## config.mk

```make
export PLATFORM = sky130hd
export DESIGN_NAME = mem_arbiter
export DESIGN_NICKNAME = d
export VERILOG_FILES = /design/src/rtl/mem_arbiter.sv
export SDC_FILE = /design/constraint.sdc
export NUM_CORES = 1
export LEC_CHECK = 0
export ABC_AREA = 1
export BUFFER_PORTS_ARGS = -buffer_cell sky130_fd_sc_hd__buf_2
export CAP_MARGIN = 10
export CORE_MARGIN = 2
export CORE_UTILIZATION = 35
export CTS_CLUSTER_DIAMETER = 200
export DETAILED_ROUTE_END_ITERATION = 12
export SYNTH_ARGS = -nofsm -noshare
export SYNTH_HDL_FRONTEND = slang
export SYNTH_SLANG_ARGS = --single-unit
```

## constraint.sdc

```tcl
create_clock -name clk -period 5.2 [get_ports clk]
set_input_delay 0.78 -clock clk [delete_from_list [all_inputs] [get_ports clk]]
set_output_delay 0.78 -clock clk [all_outputs]
set_load 0.005 [all_outputs]
```

## src/rtl/mem_arbiter.sv

```systemverilog
// mem_arbiter: round-robin arbiter sharing one fixed-latency memory between fetch and data ports.
module mem_arbiter #(
   parameter int MEM_LATENCY = 4
) (
   input  logic             clk,
   input  logic             reset,
   input  logic             if_req,
   input  logic [31:0]      if_addr,
   output logic             if_ack,
   output logic [31:0]      if_rdata,
   input  logic             d_req,
   input  logic             d_we,
   input  logic [31:0]      d_addr,
   input  logic [31:0]      d_wdata,
   output logic             d_ack,
   output logic [31:0]      d_rdata,
   output logic [31:0]      mem_addr,
   output logic [3:0][7:0]  mem_data_in,
   input  logic [3:0][7:0]  mem_data_out,
   output logic             mem_write_en,
   output logic             busy
);
   typedef enum logic [1:0] {IDLE, BUSY, DONE} state_t;
   state_t      state;
   logic [3:0]  cnt;
   logic        own_d, last_d, we;
   logic [29:0] addr;
   logic [31:0] wdata;
   logic        grant_d;
   // data wins when alone, or on a tie when fetch was served last
   assign grant_d = d_req & (~if_req | ~last_d);
   always_ff @(posedge clk or posedge reset) begin
      if (reset) begin
         state    <= IDLE;
         cnt      <= '0;
         own_d    <= 1'b0;
         last_d   <= 1'b0;
         we       <= 1'b0;
         addr     <= '0;
         wdata    <= '0;
         if_ack   <= 1'b0;
         d_ack    <= 1'b0;
         if_rdata <= '0;
         d_rdata  <= '0;
      end else begin
         if_ack <= 1'b0;
         d_ack  <= 1'b0;
         case (state)
            IDLE: if (if_req | d_req) begin
               own_d <= grant_d;
               we    <= grant_d & d_we;
               addr  <= grant_d ? d_addr[31:2] : if_addr[31:2];
               wdata <= grant_d ? d_wdata : '0;
               cnt   <= '0;
               state <= BUSY;
            end
            BUSY: begin
               cnt <= cnt + 4'd1;
               if (cnt == 4'(MEM_LATENCY - 1)) begin
                  state  <= DONE;
                  if_ack <= ~own_d;
                  d_ack  <= own_d;
                  if (!we && own_d) d_rdata <= mem_data_out;
                  if (!we && !own_d) if_rdata <= mem_data_out;
               end
            end
            DONE: begin
               last_d <= own_d;
               state  <= IDLE;
            end
            default: state <= IDLE;
         endcase
      end
   end
   assign busy         = state != IDLE;
   assign mem_addr     = busy ? {addr, 2'b00} : '0;
   assign mem_data_in  = (state == BUSY) ? wdata : '0;
   assign mem_write_en = (state == BUSY) && cnt == 4'd0 && we;
endmodule

```

==> impl.org, run 1 <==
** Run status
- The run finished with clean final reports.

** Floorplanning
- Once the floorplan was initialized, standard cells occupied 36.0% of the core.
- Row count :: 48
- Die extent in x :: 138 µm
- The floorplan step defined a die boundary enclosing 19000 µm².
- 265 I/O pins were placed.
- From bottom edge to top edge, the die measures 138 µm.
- Core area :: 17400 µm²

** Synth
- Cell types with the largest area share after synthesis :: sky130_fd_sc_hd__dfrtp_1, sky130_fd_sc_hd__nand2_1, sky130_fd_sc_hd__inv_1
- Share of cell area taken by muxes after synthesis :: 0%
- Each instance of the synthesized netlist takes up on average 7.83 µm².
- Top cell type's share of synthesized area :: 54.6%
- Synth Register Bits :: 137
- Async S/R FF share, synth :: 100%
- By area, the combinational part of the netlist is dominated by simple AND/OR/NAND/NOR gates.
- Sequential cells were found to cover 54.6% of the synthesized design area.
- Post-synthesis simple-gate area fraction :: 26.3%
- Synthesis produced a netlist whose cell count is 802.
- Adder and majority gate portion of the synthesized area :: 0.399%
- Post-Synth XOR/XNOR Area :: 0%
- Cell type with the highest aggregate area in the netlist :: sky130_fd_sc_hd__dfrtp_1
- In this run, synthesis inferred 0 flip-flops with an integrated enable.
- The Yosys step of the flow raised 0 warnings.
- The synthesized netlist devotes 6.48% of its cell area to compound gates.
- In this run the cell area of the synthesized design comes to 6280 µm².
- After synthesis, the netlist uses 25 different library cells.
- Predominant post-synthesis flop cell :: sky130_fd_sc_hd__dfrtp_1

** Timing
- The number of max-slew violations in the final report was 0.
- Setup violations remaining at the end of the flow were counted as 0.
- Worst-Margin Slew :: 1.05 ns
- Worst setup skew after layout :: 0.00817 ns
- Timing-limited maximum frequency :: 377 MHz
- Slew Limit Headroom :: 30.0%
- Dividing the final minimum period by the clock period gives 51.1%.
- Post-layout worst setup margin :: 2.54 ns
- Shortest period the worst path allows :: 2.66 ns
- Setup repair after global routing left no endpoint under its margin.
- The number of hold violations in the final report is 0.
- For the final routed database, the setup TNS stands at 0 ns.
- Hold is met by 0.464 ns.

** Route
- For this block, the via count after detailed routing is 5742.
- Once detail routing completed, the nets flagged for antenna violations numbered 0.
- Max Used Layer :: met4
- Summed over all nets, wire length on met3 after detailed routing comes to 1780 µm.
- Number of optimization iterations in the first detailed-route pass :: 4
- Wires add up to 17500 µm.
- Met2 Wirelength :: 7800 µm
- Dividing the detail-routed wire length by the instance count gives 13.7 µm.
- Detailed-route vias per instance :: 4.49
- After the first detailed-routing iteration, the DRC count stood at 238.
- After detailed routing, the number of remaining DRC violations is 0.
- Wl on met1 :: 7660 µm

** Layout
- P&R area growth vs syn :: 32.0%
- Post-route cell area :: 8290 µm²
- Cells with a size suffix above 1 make up 29.4% of the layout.
- In the final design database the tool counted 1175 nets.

** Placement
- Placed wire-length estimate after detailed placement :: 11600 µm
- The count of buffers added on input and output ports is 258.
- Gp weighted congestion :: 0.767
- Worst slack after detailed placement :: 2.67 ns
- Summing all placed instances gives a cell area of 7680 µm².

** Clock network
- Number of sinks handled by clock tree synthesis :: 137
- Clock root buffer master :: sky130_fd_sc_hd__clkbuf_16
- In this run, post-CTS repair resized a total of 0 instances.
- Number of clock buffers inserted by TritonCTS :: 17
- H-tree depth :: 4
- The later pin in the worst-skew pair is clocked with a latency of 0.41 ns.
- TritonCTS clock tree :: built
- Post-CTS setup buffer count :: 0
- Number of hold-repair buffers added at the cts stage :: 0
- Number of buffers on the longest clock path :: 2
- Register clock-pin slew on the reported worst setup and hold paths :: 0.06 ns

** Worst setup path
- Measured in cells, the most critical reg-to-reg path has a length of 6.
- Traced cell by cell, the critical path runs through inv_2 > nand2_2 > nor3_1 > buf_2.
- In this run the worst path has a maximum fanout of 41.
- The critical path is of the reg -> out type.
- Highest-delay cell along the critical path :: sky130_fd_sc_hd__dfrtp_1
- For this run, the slowest stage of the critical path takes 0.44 ns.
- Arrival time of data at the critical path endpoint :: 1.88 ns
- Register-to-register setup slack :: 2.76 ns
- Startpoint kind of the worst setup timing path :: flop
- At the worst endpoint, the required time is 4.42 ns.
- RR Startpoint :: state[1]
- The endpoint identified for the worst register-to-register timing path is d_rdata[21].
- The worst setup path is captured at a primary output.

** GRT
- For this run, the total global-route usage over all layers was measured as 18.5%.
- The via count of the first global-routing pass came to 5420.
- Entering global routing, the biggest net connects 101 pins.
- GRT overflow :: 0
- The first global-routing pass estimated 27400 µm of wire.
- The number of antenna violations at the first check in global routing is 1.

** Pwr
- Pleak :: 4.78 nW
- Max IR drop VDD :: 0.000316 V
- Power Density :: 613 nW/µm²

** Hold path
- Hold path depth :: 2
- Min-Delay Startpoint :: if_rdata[17]
- Type of the worst min-delay path :: reg -> reg
- End point of the most critical hold path :: if_rdata[17]

** Job
- Max-cap violations in this run came to 0.
worst max-delay path by stage:
stage	from	to	slack [ns]	cells after the start
after floorplan	reset	addr[0]	0.75	1
after global placement	state[1]	d_rdata[8]	2.66	6
after detailed placement	state[1]	d_rdata[25]	2.67	6
after CTS	state[1]	mem_write_en	2.44	4
after global routing	state[1]	mem_write_en	2.31	4
final	state[1]	mem_write_en	2.54	4
report_power, final:
part / total, mW / leakage, nW / switching (mW) / internal [mW]
logic: 1.99 / 2.82 / 1.20 / 0.784
clock network: 1.26 / 0.289 / 0.457 / 0.799
registers: 1.84 / 1.67 / 0.250 / 1.59
logic make-up (layout without fill, tap and decap cells):
| family | after synthesis | in the layout |
|---|---|---|
| compound gates | 72 | 72 |
| buf+inv | 184 | 432 |
| simple gates | 406 | 406 |
| flops | 137 | 137 |
| other cells | 1 | 4 |
| fa+ha+maj | 2 | 2 |
sequential cells by signal (all words and copies together), names as in the netlist:
name      count
we            1
if_rdata     32
last_d        1
if_ack        1
state         2
own_d         1
wdata        32
cnt           4
d_rdata      32
d_ack         1
addr         30
layout by cell type (no fill, tap or decap), drive strengths merged:
cell	instances
a21oi	1
a31oi	1
buf	264
bufinv	4
clkbuf	19
clkinv	5
clkinvlp	2
conb	2
dfrtp	137
diode	2
ha	2
inv	138
nand2	230
nand3	70
nand4	1
nor2	101
nor3	4
o21ai	37
o22ai	33
synth_stat cells, types with 4 or more instances:
master                       n
sky130_fd_sc_hd__buf_2      29
sky130_fd_sc_hd__buf_4       7
sky130_fd_sc_hd__clkbuf_1    7
sky130_fd_sc_hd__dfrtp_1   137
sky130_fd_sc_hd__inv_1     133
sky130_fd_sc_hd__inv_2       5
sky130_fd_sc_hd__nand2_1   228
sky130_fd_sc_hd__nand3_1    67
sky130_fd_sc_hd__nor2_1     97
sky130_fd_sc_hd__nor3_1      4
sky130_fd_sc_hd__o21ai_0     6
sky130_fd_sc_hd__o21ai_1    30
sky130_fd_sc_hd__o22ai_1    33
worst max-delay path, delay by kind of cell (launching register included):
family	cells	cell delay (ns)
DFF	1	0.44
buffers and inverters	2	0.26
and+or+nand+nor	2	0.77
final cells by class:
| class | count | area [µm²] |
|---|---|---|
| diodes | 2 | 5.00 |
| clock buffers | 19 | 433 |
| clock inverters | 11 | 175 |
| fillers | 1750 | 9130 |
| inverters | 138 | 523 |
| multi-input cells | 482 | 2110 |
| flip-flops and latches | 137 | 3430 |
| well taps | 225 | 282 |
| repair buffers | 264 | 1340 |
layer usage:
layer  up-vias  track usage, %
met2       211            29.4
li1       2903               -
met1      2616            23.4
met5         -               0
met4         0            4.82
met3        12            7.64
metrics by stage:
stage	cells	util (%)	power, mW
2_1_floorplan	803	-	3.06
3_3_place_gp	1246	44.1	3.85
3_5_place_dp	1246	44.1	3.88
4_1_cts	1276	47.6	5.16
5_1_grt	1277	47.6	5.53
6_report	1278	47.6	5.09
No activity file was read; power rests on OpenSTA's default activity.
==> run 2, diff against run 1 <==
==> constraint.sdc (replaced) <==
create_clock -name clk -period 2.65 [get_ports clk]
set_input_delay 0.3975 -clock clk [delete_from_list [all_inputs] [get_ports clk]]
set_output_delay 0.3975 -clock clk [all_outputs]
set_load 0.005 [all_outputs]
==> run 2 against run 1 <==
  * Cell count is 0.55% higher
  * Largest cell class unchanged
  * Critical path type is now reg -> reg
  * Clock-buffer cell count is 1 lower
  * Design area is 0.92% higher
  * Sequential power is 96% higher
  * Highest routed layer is now met5
  * Non-clock buffer count is 8 higher
  * Clock skew is 0.0038 ns higher
==> impl.org, run 2 (synthesis gave the netlist of run 1 again) <==
** Pwr
- IR analysis of the VDD net gives a maximum drop of 0.000695 V.
- Power Density :: 1210 nW/µm²
- Pleak :: 4.83 nW
- Overall power consumption after layout is estimated at 10.1 mW.

** Clock network
- The H-tree was split into 4 levels.
- TritonCTS built the clock tree.
- The later pin in the worst-skew pair is clocked with a latency of 0.42 ns.
- Number of clock buffers inserted by TritonCTS :: 17
- Number of sinks handled by clock tree synthesis :: 137
- The tree is rooted in a sky130_fd_sc_hd__clkbuf_16.
- Post-CTS setup buffer count :: 0
- Clock-pin slew was measured on the worst setup and hold paths at 0.06 ns.
- Number of hold-repair buffers added at the cts stage :: 0
- The clock passes through at most 2 buffers.
- PostCTS Resize Cnt :: 0

** Placement
- During placement, the flow inserted port buffers numbering 258.
- At the end of routability-driven placement, the weighted congestion stood at 0.781.
- DP Area :: 7740 µm²
- Detailed placement ended at an HPWL of 11800 µm.

** Worst setup path
- Critical path start-end classification :: reg -> reg
- Required time of the critical path :: 2.94 ns
- Endpoint type of the worst setup path :: flop
- RR Startpoint :: cnt[1]
- In this run the worst path has a maximum fanout of 32.
- In this run the register-to-register setup slack is 0.60 ns.
- Worst R2R End :: if_rdata[6]
- STA classifies the critical path startpoint as a flop.
- Data arrives at the worst endpoint at 2.34 ns.
- R2r worst-path depth :: 6

** Floorplanning
- Once the floorplan was initialized, standard cells occupied 36.0% of the core.
- I/O Pins :: 265
- After floorplanning, the core was divided into 48 placement rows.
- Core area :: 17400 µm²
- Die extent in x :: 138 µm
- The die covers 19000 µm².
- Die outline height :: 138 µm

** GRT
- Wire length of the first global-routing pass :: 27400 µm
- Overall fraction of global-route tracks in use :: 18.7%
- GRT overflow :: 0
- Antenna violations before repair :: 1
- Vias in the first global route :: 5386
- Entering global routing, the biggest net connects 138 pins.

** Route
- WL final :: 17500 µm
- Drt drc :: 0
- Number of optimization iterations in the first detailed-route pass :: 4
- Starting DRC count in detailed routing :: 268
- Final ANT Viol Nets :: 0
- Via count of the routed design :: 5798
- Using the TritonRoute via totals, the vias-per-cell ratio works out to 4.51.
- Routed wire per std cell :: 13.6 µm

** Timing
- The number of max-slew violations in the final report came to 0.
- Summed over all failing endpoints, the final setup total negative slack is 0 ns.
- In this run the tightest slew margin relative to its limit is 49.2%.
- Shortest period the worst path allows :: 2.05 ns
- For the pin with the worst max-slew slack, the measured transition is 0.760 ns.
- For this run, the top clock speed supported by timing is 488 MHz.
- Final hold slack :: 0.214 ns
- The clock arrives with 0.0119 ns of skew.
- Number of hold-slack violations in the final timing report :: 0
- Setup violations remaining at the end of the flow were counted as 0.
- Period utilization :: 77.3%
- Unrepaired setup endpoints after global routing :: false

** Run status
- The run finished with clean final reports.

** Layout
- 0 antenna diodes ended up in the layout.
- P&R area growth vs syn :: 33.3%
- Post-route cell area :: 8370 µm²
- Most common library cell in the layout ignoring fill and taps :: sky130_fd_sc_hd__buf_2
- Final layout net count :: 1183
- Biggest regs :: d_rdata (32), if_rdata (32), wdata (32)
- Share of layout cells above drive strength 1 :: 30.2%
- In the layout the commonest cells are sky130_fd_sc_hd__buf_2, sky130_fd_sc_hd__nand2_1, sky130_fd_sc_hd__dfrtp_1, sky130_fd_sc_hd__inv_1, sky130_fd_sc_hd__nor2_1.

** Job
- Count of max-cap constraint violations :: 0

** Hold path
- The path class of the tightest hold or removal check is in -> async.
run 2: cell count changes in the layout (fill, tap and decap cells not counted), sizes merged:
cell      change
buf           +8
clkbuf        -1
clkinv        -2
clkinvlp      +2
diode         -2
inv           +2
run 2: final cells by class:
type                    instances  area [µm²]
flip-flops and latches        137        3430
multi-input cells             482        2100
repair buffers                272        1410
clock inverters                13         191
well taps                     225         282
inverters                     138         522
fillers                      1814        9050
clock buffers                  18         439
run 2: per-stage QoR:
step                cells  utilization [%]  worst slack [ns]
floorplan             803                -             0.545
global placement     1254             44.4             0.750
detailed placement   1254             44.4             0.605
CTS                  1285             48.0             0.580
global route         1285             48.0             0.442
finish               1285             48.0             0.602
run 2: worst max-delay path by stage:
| stage | start | slack [ns] | endpoint |
|---|---|---|---|
| 6_report | cnt[1] | 0.60 | if_rdata[6] |
| 5_1_grt | cnt[1] | 0.44 | if_rdata[31] |
| 4_1_cts | cnt[1] | 0.58 | if_rdata[6] |
| 3_5_place_dp | cnt[1] | 0.60 | if_rdata[6] |
| 3_3_place_gp | cnt[0] | 0.75 | if_rdata[26] |
| 2_1_floorplan | reset | 0.55 | addr[0] |
run 2: where the power goes:
group	total (mW)	internal, mW	switching [mW]
Combinational	3.95	1.58	2.38
Clock	2.54	1.60	0.939
Sequential	3.61	3.13	0.480
run 2: layer usage:
| metal | vias to the layer above | part of all wire (%) | track usage [%] |
|---|---|---|---|
| met5 | - | 0.074 | 0 |
| met4 | 2 | 1.1 | 5.10 |
| met3 | 17 | 10 | 7.71 |
| met2 | 239 | 46 | 30.1 |
| met1 | 2611 | 43 | 23.1 |
| li1 | 2929 | - | - |
run 2: worst max-delay path, cell delays in order, from the launching register on:
cell,delay (ns)
sky130_fd_sc_hd__dfrtp_1,0.40
sky130_fd_sc_hd__ha_1,0.21
sky130_fd_sc_hd__inv_1,0.07
sky130_fd_sc_hd__nor2_1,0.25
sky130_fd_sc_hd__nand3_2,0.64
sky130_fd_sc_hd__nand2_1,0.25
sky130_fd_sc_hd__nand2_1,0.08
